`config.mk`:
```
export PLATFORM = sky130hd
export DESIGN_NAME = spi_reg_burst
export DESIGN_NICKNAME = d
export VERILOG_FILES = /design/src/rtl/spi_reg_pkg.sv /design/src/rtl/spi_edge_sync.sv /design/src/rtl/spi_reg_burst.sv
export SDC_FILE = /design/constraint.sdc
export NUM_CORES = 1
export LEC_CHECK = 0
export ABC_AREA = 1
export ABC_CLOCK_PERIOD_IN_PS = 1600
export CORE_MARGIN = 2
export CORE_UTILIZATION = 25
export CTS_BUF_LIST = sky130_fd_sc_hd__clkbuf_16
export DETAILED_ROUTE_END_ITERATION = 10
export PLACE_DENSITY = 0.5
export SLEW_MARGIN = 30
export SYNTH_ARGS = -nofsm -noshare
export SYNTH_HDL_FRONTEND = slang
export SYNTH_SLANG_ARGS = --single-unit
export TNS_END_PERCENT = 100
```
`constraint.sdc`:
```
create_clock -name clk -period 1.6 [get_ports clk]
set_input_delay 0.32 -clock clk [delete_from_list [all_inputs] [get_ports clk]]
set_output_delay 0.32 -clock clk [all_outputs]
set_load 0.02 [all_outputs]
```
`src/rtl/spi_reg_pkg.sv`:
```
`default_nettype none
// ============================================================================
//  Module   : spi_reg_pkg
//  Purpose  : Shared constants, FSM state codes and SPI mode helpers for the
//             SPI burst register-access port.
//  Revision : 1.0 - initial release
// ============================================================================
package spi_reg_pkg;

    localparam int BYTE_W     = 8;
    localparam int CMD_RW_BIT = 7;

    // Bit positions inside the {CPOL,CPHA} mode field
    localparam int MODE_CPOL_IDX = 1;
    localparam int MODE_CPHA_IDX = 0;

    // FSM state encoding
    localparam logic [1:0] ST_IDLE    = 2'd0;
    localparam logic [1:0] ST_CMD     = 2'd1;
    localparam logic [1:0] ST_WR_DATA = 2'd2;
    localparam logic [1:0] ST_RD_DATA = 2'd3;

    // Data is sampled on the rising SPI clock edge when CPOL equals CPHA,
    // otherwise on the falling edge.
    function automatic logic sample_on_rise(input logic [1:0] mode);
        return mode[MODE_CPOL_IDX] == mode[MODE_CPHA_IDX];
    endfunction

endpackage
`default_nettype wire

```
`src/rtl/spi_edge_sync.sv`:
```
`default_nettype none
// ============================================================================
//  Module   : spi_edge_sync
//  Purpose  : Conditions one SPI pin: optional 2-flop synchroniser (enabled by
//             the SPI_REG_BURST_SYNC_EN macro), one history flop and 1-clk
//             rise/fall pulses. All flops hold while ena is low.
//  Revision : 1.0 - initial release
// ============================================================================
module spi_edge_sync (
    input  logic clk,
    input  logic rst,
    input  logic ena,
    input  logic pin,
    output logic level,
    output logic rise,
    output logic fall
);

    logic prev;

`ifdef SPI_REG_BURST_SYNC_EN
    logic [1:0] sync_ff;

    // Two-stage synchroniser for a pin asynchronous to clk
    always_ff @(posedge clk) begin
        if (rst) begin
            sync_ff <= 2'b00;
        end else if (ena) begin
            sync_ff <= {sync_ff[0], pin};
        end
    end

    assign level = sync_ff[1];
`else
    // Pin is already synchronous to clk; the history flop is the only register
    assign level = pin;
`endif

    // History flop for edge detection
    always_ff @(posedge clk) begin
        if (rst) begin
            prev <= 1'b0;
        end else if (ena) begin
            prev <= level;
        end
    end

    assign rise = level & ~prev;
    assign fall = ~level & prev;

endmodule
`default_nettype wire

```
`src/rtl/spi_reg_burst.sv`:
```
`default_nettype none
// ============================================================================
//  Module   : spi_reg_burst
//  Purpose  : SPI slave register-access port. Command byte {rw, addr} followed
//             by an unlimited burst of data bytes with address auto-increment.
//             All four SPI modes, chosen per frame at CS fall.
//             Build option: define SPI_REG_BURST_SYNC_EN to insert 2-flop
//             synchronisers on spi_clk, spi_cs_n and spi_mosi.
//  Revision : 1.0 - initial release
// ============================================================================
module spi_reg_burst
    import spi_reg_pkg::*;
#(
    parameter int ADDR_W = 7,
    parameter int REG_W  = 8
) (
    input  logic              clk,
    input  logic              rst,
    input  logic              ena,
    input  logic [1:0]        spi_mode,
    input  logic              spi_clk,
    input  logic              spi_cs_n,
    input  logic              spi_mosi,
    output logic              spi_miso,
    output logic [ADDR_W-1:0] reg_addr,
    output logic [REG_W-1:0]  reg_data_o,
    output logic              reg_wr_stb,
    output logic              reg_rd_stb,
    input  logic [REG_W-1:0]  reg_data_i,
    output logic              frame_err
);

    generate
        if (REG_W != BYTE_W) begin : g_bad_reg_w
            $error("spi_reg_burst: REG_W must be 8");
        end
        if ((ADDR_W < 1) || (ADDR_W > 7)) begin : g_bad_addr_w
            $error("spi_reg_burst: ADDR_W must be in 1..7");
        end
    endgenerate

    localparam logic [2:0]        LAST_BIT = 3'(BYTE_W - 1);
    localparam logic [ADDR_W-1:0] ADDR_ONE = ADDR_W'(1);

    // Conditioned pins
    logic sclk_level_unused;
    logic sclk_rise;
    logic sclk_fall;
    logic cs_n_level;
    logic cs_rise;
    logic cs_fall;
    logic mosi_level;
    logic mosi_rise_unused;
    logic mosi_fall_unused;

    // Frame state
    logic [1:0]        state;
    logic [1:0]        mode;
    logic [2:0]        bit_cnt;
    logic [BYTE_W-1:0] rx_sr;
    logic [BYTE_W-1:0] tx_sr;
    logic [ADDR_W-1:0] addr;
    logic              rd_cap;

    // Decoded per-cycle events
    logic              sample_rise;
    logic              sample_edge;
    logic              change_edge;
    logic              last_bit;
    logic [BYTE_W-1:0] rx_next;

    spi_edge_sync u_sync_clk (
        .clk   (clk),
        .rst   (rst),
        .ena   (ena),
        .pin   (spi_clk),
        .level (sclk_level_unused),
        .rise  (sclk_rise),
        .fall  (sclk_fall)
    );

    spi_edge_sync u_sync_cs (
        .clk   (clk),
        .rst   (rst),
        .ena   (ena),
        .pin   (spi_cs_n),
        .level (cs_n_level),
        .rise  (cs_rise),
        .fall  (cs_fall)
    );

    spi_edge_sync u_sync_mosi (
        .clk   (clk),
        .rst   (rst),
        .ena   (ena),
        .pin   (spi_mosi),
        .level (mosi_level),
        .rise  (mosi_rise_unused),
        .fall  (mosi_fall_unused)
    );

    // Map SPI clock edges to sample/change events for the latched mode
    always_comb begin
        sample_rise = sample_on_rise(mode);
        sample_edge = 1'b0;
        change_edge = 1'b0;
        if (!cs_n_level) begin
            sample_edge = sample_rise ? sclk_rise : sclk_fall;
            change_edge = sample_rise ? sclk_fall : sclk_rise;
        end
        rx_next  = {rx_sr[BYTE_W-2:0], mosi_level};
        last_bit = (bit_cnt == LAST_BIT);
    end

    // Frame FSM, shift registers, address counter and strobes
    always_ff @(posedge clk) begin
        if (rst) begin
            state      <= ST_IDLE;
            mode       <= 2'b00;
            bit_cnt    <= 3'd0;
            rx_sr      <= '0;
            tx_sr      <= '0;
            addr       <= '0;
            rd_cap     <= 1'b0;
            reg_data_o <= '0;
            reg_wr_stb <= 1'b0;
            reg_rd_stb <= 1'b0;
            frame_err  <= 1'b0;
        end else if (ena) begin
            reg_wr_stb <= 1'b0;
            reg_rd_stb <= 1'b0;
            frame_err  <= 1'b0;
            rd_cap     <= reg_rd_stb;

            // Register file answers one clk after the read request
            if (rd_cap) begin
                tx_sr <= reg_data_i;
            end

            // Post-increment after a write so the strobe carries the old address
            if (reg_wr_stb) begin
                addr <= addr + ADDR_ONE;
            end

            if (cs_rise) begin
                // A partially shifted byte is dropped without any strobe
                state     <= ST_IDLE;
                bit_cnt   <= 3'd0;
                frame_err <= (bit_cnt != 3'd0);
            end else begin
                case (state)
                    ST_IDLE: begin
                        if (cs_fall) begin
                            state   <= ST_CMD;
                            mode    <= spi_mode;
                            bit_cnt <= 3'd0;
                            rx_sr   <= '0;
                            tx_sr   <= '0;
                        end
                    end

                    ST_CMD: begin
                        if (sample_edge) begin
                            bit_cnt <= bit_cnt + 3'd1;
                            rx_sr   <= rx_next;
                            if (last_bit) begin
                                addr <= rx_next[ADDR_W-1:0];
                                if (rx_next[CMD_RW_BIT]) begin
                                    state <= ST_WR_DATA;
                                end else begin
                                    state      <= ST_RD_DATA;
                                    reg_rd_stb <= 1'b1;
                                end
                            end
                        end
                    end

                    ST_WR_DATA: begin
                        if (sample_edge) begin
                            bit_cnt <= bit_cnt + 3'd1;
                            rx_sr   <= rx_next;
                            if (last_bit) begin
                                reg_wr_stb <= 1'b1;
                                reg_data_o <= rx_next;
                            end
                        end
                    end

                    ST_RD_DATA: begin
                        if (sample_edge) begin
                            bit_cnt <= bit_cnt + 3'd1;
                            rx_sr   <= rx_next;
                            if (last_bit) begin
                                // Advance and prefetch the next byte of the burst
                                addr       <= addr + ADDR_ONE;
                                reg_rd_stb <= 1'b1;
                            end
                        end
                        // No shift before the first sample of a byte, so bit 7
                        // stays on the line in both CPHA settings
                        if (change_edge && (bit_cnt != 3'd0)) begin
                            tx_sr <= {tx_sr[BYTE_W-2:0], 1'b0};
                        end
                    end

                    default: begin
                        state <= ST_IDLE;
                    end
                endcase
            end
        end
    end

    assign reg_addr = addr;
    assign spi_miso = (state == ST_RD_DATA) & tx_sr[BYTE_W-1];

endmodule
`default_nettype wire

```
==> Word-level counts from Yosys, hierarchy flattened <==
Cells that the tools add are included.
Widths: inputs -> output; s select.
{ "totals": {"word_cells": 85, "register_bits": 43} }
{ "classes": {"n_addsub": 2, "reduce_logical": 10, "eq_ne": 11, "n_mux": 39, "bitwise": 10} }
{ "ops": {"columns": ["op", "count"], "rows": [
  ["$mux 7", 8],
  ["$mux 8", 4],
  ["$pmux 7 s2", 2],
  ["$pmux 8 s2", 1],
  ["$mux 1", 14],
  ["$reduce_and 5->1", 2],
  ["$mux 3", 3],
  ["$ne 3x3->1 const B", 3],
  ["$mux 2", 4],
  ["$reduce_and 4->1", 2],
  ["$add 7x1->7 const B", 1],
  ["$pmux 3 s2", 1],
  ["$reduce_bool 3->1", 2],
  ["$and 1x1->1", 5],
  ["$not 1->1", 5],
  ["$eq 2x2->1 const B", 2],
  ["$pmux 2 s2", 1],
  ["$add 3x1->3 const B", 1],
  ["$eq 3x3->1 const B", 1],
  ["$ne 3x1->1 const B", 1],
  ["$reduce_and 3->1", 1],
  ["$reduce_or 3->1", 1],
  ["$eq 2x1->1 const B", 1],
  ["$logic_not 2->1", 1],
  ["5 further kinds", 5]
]} }

==> Depth between registers and ports, before layout <==
{ "logic_depth": {"ltp_word": 8, "depth_mapped": 12, "ltp_nobuf": 11} }

==> Cells and area by module <==
A second synthesis with hierarchy kept.
{ "hier_totals": {"hier_cells": 392, "hier_area_um2": 2643.8} }
{ "by_module_without_submodules": {"columns": ["mod", "area_each_um2", "n_inst", "cells_each", "seq_area_each_um2"], "rows": [
  ["spi_reg_burst", 2437.3, 1, 359, 820.8],
  ["spi_edge_sync", 68.8, 3, 11, 20.0]
]} }

==> Worst setup path after synthesis <==
Ideal clock, no wire load.
{ "synth_path": {"path_kind": "input to register", "startpoint": "input spi_cs_n", "endpoint": "register state[1]", "arrival_ns": 1.417, "setup_slack_ns": 0.068, "setup_time_ns": 0.115, "t_required_ns": 1.485, "stages": 8, "path_cell_list": "inv_2 ha_1 a21oi_2 o21ai_0 a21oi_1 nand3_1 nand2_1 nor2_1"} }
{ "synth_via": {"elab_chain_cells": 4, "word_cells_on_any_way": 10, "cone_classes": "eq/ne (3); mux (2); bitwise (3); reduce/logical (2)"} }
{ "synth_rtl": {"columns": ["item", "line", "rtl"], "rows": [
  ["start, declared", "spi_reg_burst.sv:22", "input logic spi_cs_n,"],
  ["$not 1->1", "spi_edge_sync.sv:49", "assign fall = ~level & prev;"],
  ["$and 1x1->1", "spi_edge_sync.sv:49", null],
  ["$ne 3x3->1 (no source line)", null, null],
  ["$reduce_and 5->1 (no source line)", null, null],
  ["end signal, assigned", "spi_reg_burst.sv:118", "state <= ST_IDLE;"],
  ["end signal, assigned", "spi_reg_burst.sv:147", "state <= ST_IDLE;"],
  ["end signal, assigned", "spi_reg_burst.sv:154", "state <= ST_CMD;"],
  ["end, declared", "spi_reg_burst.sv:57", "logic [1:0] state;"]
]} }
Several ways; a longest one is shown, not always the timed one.
A chain may end at the register's enable or synchronous reset.

==> Worst setup path after layout <==
{ "layout_path": {"startpoint": "register reg_wr_stb", "endpoint": "output reg_wr_stb"} }
{ "layout_lines": {"columns": ["item", "line", "rtl"], "rows": [
  ["start, declared", "spi_reg_burst.sv:27", "output logic reg_wr_stb,"],
  ["start signal, assigned", "spi_reg_burst.sv:126", "reg_wr_stb <= 1'b0;"],
  ["start signal, assigned", "spi_reg_burst.sv:130", "reg_wr_stb <= 1'b0;"],
  ["start signal, assigned", "spi_reg_burst.sv:183", "reg_wr_stb <= 1'b1;"]
]} }
No word-level cell between the ends.

==> metrics.md <==
| Metric | Value |
|---|---|
| Status | `completed` |
| Initial Util | `25.9%` |
| Post-DRT Antenna Nets | `0` |
| Die height | `108 um` |
| Critical Path Start Type | `flop` |
| Worst Path Buf+Inv | `1` |
| Final Cell Area | `3730 um^2` |
| Number of max-cap violations | `0` |
| CP peak stage delay | `0.61 ns` |
| Post-route minimum period | `1.56 ns` |
| Internal power | `0.00227 W` |
| RSZ-0062 raised after global routing | `true` |
| Slew at the pin with the worst max-slew slack | `0.342 ns` |
| Final setup viols | `0` |
| 1st-iter DRT viols | `109` |
| Arr. time, crit path | `1.24 ns` |
| Yosys reg bits | `43` |
| Syn_nets | `437` |
| Clk_skew | `0.00682 ns` |
| Port buffer count | `34` |
| Layout cell share with drive strength beyond 1 | `20.4%` |
| Cell Pwr Density | `880 nW/um^2` |
| EDFF count, synth | `0` |
| Fmax | `640 MHz` |
| CTS Buffer Depth | `2` |
| DR DRC count | `0` |
| Vias in the first global route | `2568` |
| H-tree levels | `2` |
| Fillers | `1134` |
| Die width | `108 um` |
| ANT cells | `0` |
| Total Nets Final | `505` |
| Slowest cell on the critical path | `clkdlybuf4s50_1` |
| Mapped Area | `2680 um^2` |
| GRT Residual Overflow | `0` |
| Hold depth | `4` |
| Clk pwr share | `37.3%` |
| Post-CTS Hold Buffers | `0` |
| Reg2Reg Launch Point | `state[1]` |
| Clk root buf | `clkbuf_16` |
| All-Layer GR Usage | `13.8%` |
| Slew HR | `77.2%` |
| Lkg Pwr | `1.66 nW` |
| Final Max Tran Viols | `0` |
| Critical path type | `flop to primary output` |
| Clk_lat worst skew | `0.29 ns` |
| Crit share post-route | `97.6%` |
| Placed cell area | `3440 um^2` |
| Combinational Power Share | `26.2%` |
| Worst Path Max Fanout | `2` |
| Row count | `37` |
| CTS Buf Count | `5` |
| CTS Sinks | `43` |
| Primary FF master, synth | `dfxtp_1` |
| Worst VDD drop | `450 uV` |
| P_sw | `0.00102 W` |
| Die footprint | `11600 um^2` |
| Vias | `2853` |
| Initial antenna violation count | `0` |
| Dpl hpwl | `5770 um` |
| First-pass GRT wire length | `12800 um` |
| Final Hold Fails | `0` |
| Hold EP | `u_sync_clk.prev` |
| Switching fraction of total power | `31.0%` |
| Synthesized area per cell | `6.52 um^2` |
| Req. time, crit path | `1.28 ns` |
| Routed Wire Length | `7790 um` |
| Ys Warns | `0` |
| Area Overhead vs Synth | `39.2%` |
| Ys async rst share | `0%` |
| Count of different cell masters after synthesis | `32` |
| Post-synthesis sequential area ratio | `32.1%` |
| Routed wire per std cell | `12.6 um` |
| Worst Min Path Start | `spi_clk` |
| Setup crit end kind | `primary output` |
| First drt pass iteration count | `4` |
| CP Cell Sequence | `clkdlybuf4s50_1` |
| Flop pwr share | `36.5%` |
| Reg2Reg Depth | `10` |
| Core box area | `10400 um^2` |
| Placer Congestion | `0.845` |
| Pin count of the biggest net entering global routing | `37` |
| # IOs | `35` |
| Setup_tns | `0 ns` |
| Clk pin slew, worst setup/hold paths | `0.07 ns` |
| Worst R2R End | `tx_sr[1]` |
| Worst min path class | `input pin to flop` |
| R2r setup slk | `0.10 ns` |
| Post-Synthesis Cells | `411` |
| CTS tree | `done` |
| Top delay family on crit path | `buffers and inverters` |
| Post-DR vias/cell | `4.63` |
[layer usage]
layer / up-vias / GRT usage, % / share of wire, %
met5: - / 0 / 0
li1: 1475 / - / -
met3: 4 / 2.12 / 3.9
met1: 1326 / 18.6 / 47
met2: 48 / 22.8 / 48
met4: 0 / 3.85 / 0.83
[placed cells by master, fill, tap and decap left out, types with 2 or more instances in the layout]
master           instances
o211ai_1                 3
nor3_1                   5
nor2_4                   5
nand3_1                 32
nand3_4                  2
nand2_1                104
clkbuf_16                5
dlygate4sd2_1            8
nor2_1                  51
o21ai_2                  2
inv_2                    6
ha_1                     5
dfxtp_2                  3
nor2_2                   5
ha_4                     2
ha_2                     3
mux2_2                   7
o21ai_1                  3
inv_1                   33
o21ai_0                 20
buf_4                   42
a21oi_1                 36
buf_12                   3
dfxtp_1                 39
nand4_1                 11
a21oi_2                  2
inv_4                    2
dlymetal6s2s_1           3
clkdlybuf4s50_1         22
[sequential cells by signal (all words and copies together), names as in the netlist]
name,count
rx_sr,7
state,2
mode,2
tx_sr,8
frame_err,1
reg_wr_stb,1
reg_rd_stb,1
reg_addr,7
u_sync_cs.prev,1
bit_cnt,3
reg_data_o,8
u_sync_clk.prev,1
rd_cap,1
[logic make-up (layout without fill, tap and decap cells)]
group	after synthesis	count (layout)	synth area share, %
AND/OR/NAND/NOR	220	220	36.1
adder cells (fa/ha/maj)	10	10	4.67
buffers and inverters	60	129	9.61
XOR/XNOR	1	1	0.327
AO/OA/AOI/OAI	70	70	14.3
multiplexers	7	7	2.94
flip-flops	43	43	32.1
[worst max path at each step]
stage | startpoint | endpoint | slack, ns | cells past startpoint
final | reg_wr_stb | reg_wr_stb | 0.04 | 1
after global routing | state[1] | tx_sr[2] | -0.02 | 10
after CTS | state[1] | spi_miso | -0.006 | 4
after detailed placement | spi_cs_n | tx_sr[7] | -0.46 | 9
after global placement | spi_cs_n | tx_sr[3] | -0.42 | 9
after floorplan | spi_cs_n | state[1] | 0.07 | 8
[stage by stage]
stage	instances	setup slack, ns	utilization (%)	power (W)	hold WS [ns]
floorplan	411	0.0678	-	0.00167	0.443
global placement	604	-0.422	33.2	0.00201	0.453
detailed placement	604	-0.462	33.2	0.00202	0.456
CTS	613	-0.00555	35.1	0.00325	0.466
global route	616	-0.0220	36.0	0.00346	0.458
finish	616	0.0378	36.0	0.00329	0.445
[synthesized netlist by cell type (3+ instances only)]
cell type	count	area, um^2
inv_2	3	11.3
nand4_1	11	68.8
nor2_4	3	33.8
inv_1	37	139
nor3_1	5	25.0
ha_1	10	125
nand3_1	32	160
nand2_1	105	394
a21oi_1	37	185
nor2_1	56	210
buf_6	3	33.8
o21ai_0	23	115
mux2_2	7	78.8
dfxtp_1	43	861
buf_2	5	25.0
clkbuf_1	10	37.5
o211ai_1	3	22.5
[what timing repair did]
action,CTS,global route
resized for setup,17,29
setup endpoints to repair,41,39
buffers inserted,1,3
pin swaps,0,6
[layout make-up]
| cell class | count | area, um^2 | area share, % |
|---|---|---|---|
| Inverter | 41 | 159 | 4.26 |
| Multi-Input combinational cell | 308 | 1640 | 43.9 |
| Sequential cell | 43 | 868 | 23.3 |
| Timing Repair Buffer | 80 | 724 | 19.4 |
| Clock inverter | 3 | 46.3 | 1.24 |
| Tap cell | 136 | 170 | 4.56 |
| Clock buffer | 5 | 125 | 3.35 |
[power groups by stage]
stage	Sequential (W)	Clock (W)	Combinational (W)
2_1_floorplan	0.00121	0	0.000454
3_3_place_gp	0.00121	0	0.000798
3_5_place_dp	0.00121	0	0.000803
4_1_cts	0.00119	0.00125	0.000813
5_1_grt	0.00121	0.00129	0.000958
6_report	0.00120	0.00123	0.000860
No activity file was read; power rests on OpenSTA's default activity.
